==> config.mk <==
export PLATFORM = sky130hd
export DESIGN_NAME = router_out_fifo
export DESIGN_NICKNAME = d
export VERILOG_FILES = /design/src/rtl/router_out_fifo.sv
export SDC_FILE = /design/constraint.sdc
export NUM_CORES = 1
export LEC_CHECK = 0
export ABC_AREA = 1
export CORE_MARGIN = 2
export CORE_UTILIZATION = 55
export DETAILED_ROUTE_END_ITERATION = 7
export DONT_BUFFER_PORTS = 1
export PLACE_DENSITY = 0.7
export SYNTH_ARGS = -nofsm -noshare
export SYNTH_HDL_FRONTEND = slang
export SYNTH_SLANG_ARGS = --single-unit
==> constraint.sdc <==
create_clock -name clk -period 2.36 [get_ports clk]
set_input_delay 0.472 -clock clk [delete_from_list [all_inputs] [get_ports clk]]
set_output_delay 0.472 -clock clk [all_outputs]
set_load 0.01 [all_outputs]
==> src/rtl/router_out_fifo.sv <==
`default_nettype none
// ============================================================================
// Module   : router_out_fifo
// Purpose  : Per-output-port byte FIFO of the 1x3 router with header tagging
//            and read-side packet tracking.
// Revision : 1.0 - initial release
// ============================================================================
module router_out_fifo #(
    parameter int DATA_W = 8,
    parameter int DEPTH  = 16,
    parameter int ADDR_W = 4
) (
    input  logic              clk,
    input  logic              resetn,
    input  logic              soft_reset,
    input  logic              write_enb,
    input  logic              read_enb,
    input  logic              lfd_state,
    input  logic [DATA_W-1:0] data_in,
    output logic [DATA_W-1:0] data_out,
    output logic              full,
    output logic              empty,
    output logic              pkt_active
);

    localparam logic [ADDR_W:0]   c_PTR_ONE = 1;
    localparam logic [DATA_W-2:0] c_PKT_ONE = 1;

    logic [DATA_W:0]   mem_q [DEPTH];
    logic [ADDR_W:0]   wr_ptr_q, wr_ptr_d;
    logic [ADDR_W:0]   rd_ptr_q, rd_ptr_d;
    logic [DATA_W-1:0] data_out_q, data_out_d;
    logic [DATA_W-2:0] pkt_count_q, pkt_count_d;

    logic              w_full;
    logic              w_empty;
    logic              w_do_wr;
    logic              w_do_rd;
    logic              w_clear;
    logic [DATA_W:0]   w_rd_entry;

    assign w_empty = (wr_ptr_q == rd_ptr_q);
    assign w_full  = (wr_ptr_q[ADDR_W-1:0] == rd_ptr_q[ADDR_W-1:0]) &&
                     (wr_ptr_q[ADDR_W] != rd_ptr_q[ADDR_W]);
    assign w_do_wr = write_enb && !w_full;
    assign w_do_rd = read_enb && !w_empty;
    assign w_clear = !resetn || soft_reset;
    assign w_rd_entry = mem_q[rd_ptr_q[ADDR_W-1:0]];

    always_comb begin
        wr_ptr_d    = wr_ptr_q;
        rd_ptr_d    = rd_ptr_q;
        data_out_d  = data_out_q;
        pkt_count_d = pkt_count_q;
        if (w_do_wr) begin
            wr_ptr_d = wr_ptr_q + c_PTR_ONE;
        end
        if (w_do_rd) begin
            rd_ptr_d   = rd_ptr_q + c_PTR_ONE;
            data_out_d = w_rd_entry[DATA_W-1:0];
            // A header reloads the count even mid-packet: payload length plus parity.
            if (w_rd_entry[DATA_W]) begin
                pkt_count_d = {1'b0, w_rd_entry[DATA_W-1:2]} + c_PKT_ONE;
            end else if (pkt_count_q != '0) begin
                pkt_count_d = pkt_count_q - c_PKT_ONE;
            end
        end
    end

    always_ff @(posedge clk) begin
        if (w_clear) begin
            wr_ptr_q    <= '0;
            rd_ptr_q    <= '0;
            data_out_q  <= '0;
            pkt_count_q <= '0;
        end else begin
            wr_ptr_q    <= wr_ptr_d;
            rd_ptr_q    <= rd_ptr_d;
            data_out_q  <= data_out_d;
            pkt_count_q <= pkt_count_d;
        end
    end

    // Storage is never cleared; a flush only rewinds the pointers.
    always_ff @(posedge clk) begin
        if (w_do_wr && !w_clear) begin
            mem_q[wr_ptr_q[ADDR_W-1:0]] <= {lfd_state, data_in};
        end
    end

    assign data_out   = data_out_q;
    assign full       = w_full;
    assign empty      = w_empty;
    assign pkt_active = (pkt_count_q != '0);

endmodule
`default_nettype wire
==> impl_results.rst <==
.. list-table::
   :header-rows: 1

   * - Metric
     - Value
   * - Outcome
     - finished clean
   * - Count of pins on the block boundary
     - 25
   * - Reg2reg setup slack
     - 120 ps
   * - Cell with the largest stage delay on the worst path
     - sky130_fd_sc_hd__nor3_1
   * - Post-synthesis average cell area
     - 10.69 um2
   * - Multi-input gate area in the final layout
     - 2054 um2
   * - Max cap viols
     - 0
   * - Cell Int Power
     - 0.004964 W
   * - Final total negative setup slack
     - 0 ps
   * - Port-buffer cells
     - 0
   * - Number of endpoints with negative hold slack in the final report
     - 0
   * - Via density per instance
     - 5.608
   * - Relative slew slack
     - 37.88%
   * - CTS Sinks
     - 173
   * - Switching Fraction
     - 20.89%
   * - Setup WS post-layout
     - 124.2 ps
   * - Maximum buffer depth of the clock tree
     - 2
   * - Cells resized by post-CTS repair
     - 0
   * - Critical-path cell list
     - xor2_1 > nor2_1 > nand2_1 > or2_2 > nand2_1 > inv_1 > nand2_1 > nor3_1 > buf_4
   * - Sequential fraction of design power
     - 53.2%
   * - Via count
     - 5165
   * - Number of standard cells in the layout, taps in and fillers out
     - 921
   * - Achievable frequency
     - 447.3 MHz
   * - Final Net Count
     - 754
   * - Skew final
     - 6.983 ps
   * - Total die area
     - 14540 um2
   * - Biggest area contributors in the synthesized netlist
     - sky130_fd_sc_hd__edfxtp_1, sky130_fd_sc_hd__nand2_1, sky130_fd_sc_hd__dfxtp_1
   * - Gate power share
     - 4.7%
   * - Critical Path AT
     - 2380 ps
   * - Global-route congestion overflow total
     - 0
   * - Clock slew at reported path FFs
     - 60 ps
   * - Instance count along the most critical hold path
     - 0
   * - Cell Pwr Density
     - 747.9 nW/um2
   * - Wire length per cell
     - 18.54 um
   * - Num CTS Buffers
     - 17
   * - Detailed-route DRC error count
     - 0
   * - Final ANT Viol Nets
     - 0
   * - Fraction of synthesis flops using an asynchronous set or reset pin
     - 0%
   * - Largest fanout on the critical path
     - 5
   * - Core region area
     - 13240 um2
   * - Detailed router's first-iteration violation count
     - 510
   * - Synth unique cells
     - 35
   * - Count of flip-flops with a built-in enable after synthesis
     - 144
   * - Launching point of the worst reg2reg path
     - wr_ptr_q[2]
   * - Buffer count from post-CTS setup fixing
     - 0
   * - Initial cell density of the core
     - 56.43%
   * - Fraction of final layout cells sized beyond drive strength 1
     - 12.62%
   * - Netlist area before placement
     - 7473 um2
   * - CP required
     - 2500 ps
   * - CP Launch Type
     - register
   * - Delay of the slowest cell on the worst path
     - 610 ps
   * - Number of instances in the synthesized netlist
     - 699
   * - Net switching component of the power
     - 0.001311 W
   * - Type of element capturing the critical path
     - register
   * - Width of the chip
     - 120.6 um
   * - Number of warning messages in the yosys log
     - 0
   * - CTS tree
     - done
   * - Cell with the most instances on the worst path
     - sky130_fd_sc_hd__nand2_1
   * - Number of global-route vias before repair
     - 5064
   * - Hold_ws
     - 134.7 ps
   * - Number of rows created at floorplan
     - 42
   * - Leading cell type by number of instances after synthesis
     - sky130_fd_sc_hd__nand2_1
   * - Number of flip-flops and latches in the synthesized netlist
     - 173
   * - Relative contribution of the clock network to total power
     - 42.1%
   * - Cell at the root of the clock tree
     - sky130_fd_sc_hd__clkbuf_16
   * - Leakage power total
     - 3.244 nW
   * - Layout overhead on the synthesized area
     - 12.27%
   * - Maximum level of the CTS H-tree
     - 4
   * - Die Span Y
     - 120.6 um
   * - Fill cells
     - 1048
   * - Maximum VDD drop
     - 0.0005527 V
   * - Final critical delay including setup and external delays
     - 2236 ps
   * - Maximum number of pins on one net before global-route repair
     - 51
   * - Total detailed-routing wirelength
     - 17080 um
   * - Post-synthesis cell type with the largest combined area
     - sky130_fd_sc_hd__edfxtp_1
   * - Portion of the clock cycle consumed by the worst path in the final layout
     - 94.74%
   * - Dpl hpwl
     - 11330 um
   * - Sequential cell area
     - 4906 um2
   * - Critical path class
     - register to register
   * - Terminating pin of the worst hold path
     - mem_q[10][6]
   * - Min-Delay Path Class
     - input port to register
   * - Syn nets
     - 721
   * - Antenna violations before repair
     - 0
   * - RD Place Congestion
     - 0.9196
   * - Worst reg2reg path endpoint
     - mem_q[11][0]
   * - Pre-CTS setup slack
     - 49.54 ps
   * - Hold buffers post-CTS
     - 0
   * - Worst hold path startpoint
     - data_in[6]
   * - Clk Latency, worst-skew pair
     - 430 ps
   * - N_diodes
     - 0
   * - Number of iterations in the first detailed-routing pass
     - 5
   * - Placed Cells incl. Taps
     - 889
   * - Number of setup violations in the final report
     - 0
   * - Wire length of the first global-routing pass
     - 26830 um
   * - Max Slew Vio Count
     - 0
   * - Area share of the largest cell type after synthesis
     - 57.86%
   * - Proportion of synthesized chip area in sequential cells
     - 65.63%
   * - GRT Total Usage
     - 25.05%
   * - Post-synth top flop
     - sky130_fd_sc_hd__edfxtp_1
   * - Commonest cells in the synthesized netlist
     - sky130_fd_sc_hd__nand2_1, sky130_fd_sc_hd__edfxtp_1, sky130_fd_sc_hd__nand3_1
   * - Number of cells on the worst reg-to-reg path
     - 9
   * - Measured slew at the worst slew-check pin
     - 928.3 ps
[placed cells by master, fill, tap and decap left out, types with 3 or more instances in the layout]
cell type,n
sky130_fd_sc_hd__nand2_2,3
sky130_fd_sc_hd__xor2_1,7
sky130_fd_sc_hd__clkbuf_16,17
sky130_fd_sc_hd__nand3_1,76
sky130_fd_sc_hd__o211ai_1,10
sky130_fd_sc_hd__ha_1,8
sky130_fd_sc_hd__clkinv_2,4
sky130_fd_sc_hd__buf_4,44
sky130_fd_sc_hd__clkinv_4,3
sky130_fd_sc_hd__dfxtp_1,28
sky130_fd_sc_hd__nor3_1,4
sky130_fd_sc_hd__nor2_2,3
sky130_fd_sc_hd__a31oi_1,6
sky130_fd_sc_hd__edfxtp_1,144
sky130_fd_sc_hd__a21oi_2,4
sky130_fd_sc_hd__nor2_1,59
sky130_fd_sc_hd__a21oi_1,22
sky130_fd_sc_hd__o21ai_0,47
sky130_fd_sc_hd__inv_1,65
sky130_fd_sc_hd__clkinv_1,5
sky130_fd_sc_hd__nand2_1,155
sky130_fd_sc_hd__o221ai_1,6
[per-stage QoR]
stage	power (W)	instance area (um2)	utilization, %
finish	0.006275	8391	63.36
global route	0.006456	8391	63.36
CTS	0.006298	8377	63.26
detailed placement	0.003693	7819	59.04
global placement	0.003689	7819	59.04
floorplan	0.003621	7473	-
[power groups by stage]
| stage | Sequential (W) | Combinational [W] | Clock, W |
|---|---|---|---|
| floorplan | 0.00340 | 0.000222 | 0 |
| global placement | 0.00340 | 0.000287 | 0 |
| detailed placement | 0.00340 | 0.000291 | 0 |
| CTS | 0.00334 | 0.000294 | 0.00267 |
| global route | 0.00334 | 0.000331 | 0.00279 |
| finish | 0.00334 | 0.000295 | 0.00264 |
[routing by layer]
metal  up-vias  GRT usage, %  wire length (um)
met5         -             0                 0
met4         0         11.70               514
met3        42         5.142              1261
met2       206         41.14              8550
met1      2469         32.09              6751
li1       2448             -                 -
[how the worst max path moves through the flow]
| stage | end | from | slack, ps |
|---|---|---|---|
| finish | mem_q[11][0] | wr_ptr_q[2] | 120 |
| global route | mem_q[11][1] | wr_ptr_q[2] | -20 |
| CTS | mem_q[4][1] | wr_ptr_q[2] | 40 |
| detailed placement | mem_q[4][3] | wr_ptr_q[2] | 50 |
| global placement | mem_q[4][3] | rd_ptr_q[0] | 200 |
| floorplan | mem_q[11][0] | wr_ptr_q[0] | 300 |
[cells by family (layout without fill, tap and decap cells)]
family / after synthesis / after routing / synth area share (%)
buf+inv: 103 / 149 / 6.981
simple gates: 305 / 305 / 17.09
flops: 173 / 173 / 65.63
compound gates: 102 / 102 / 8.020
xor+xnor: 8 / 8 / 0.9376
fa+ha+maj: 8 / 8 / 1.339
[registers in the layout (all words and copies together), names as in the netlist, named ones only]
signal       count
pkt_count_q      7
rd_ptr_q         5
wr_ptr_q         5
data_out         8
mem_q          144
[final cells by class]
type                            instances  share of cell area [%]
Clock buffer                           19                   5.160
Clock inverter                         13                   1.491
Inverter                               70                   3.221
Multi-Input combinational cell        423                   24.49
Sequential cell                       173                   58.47
Tap cell                              176                   2.625
Timing Repair Buffer                   47                   4.548
[critical path: cells and delay by family, from the launching register on]
family        cells  cell delay (ps)
flops             1              350
xor+xnor          1              170
simple gates      6             1070
buf+inv           2              360
Power figures use the tool's default switching activity.
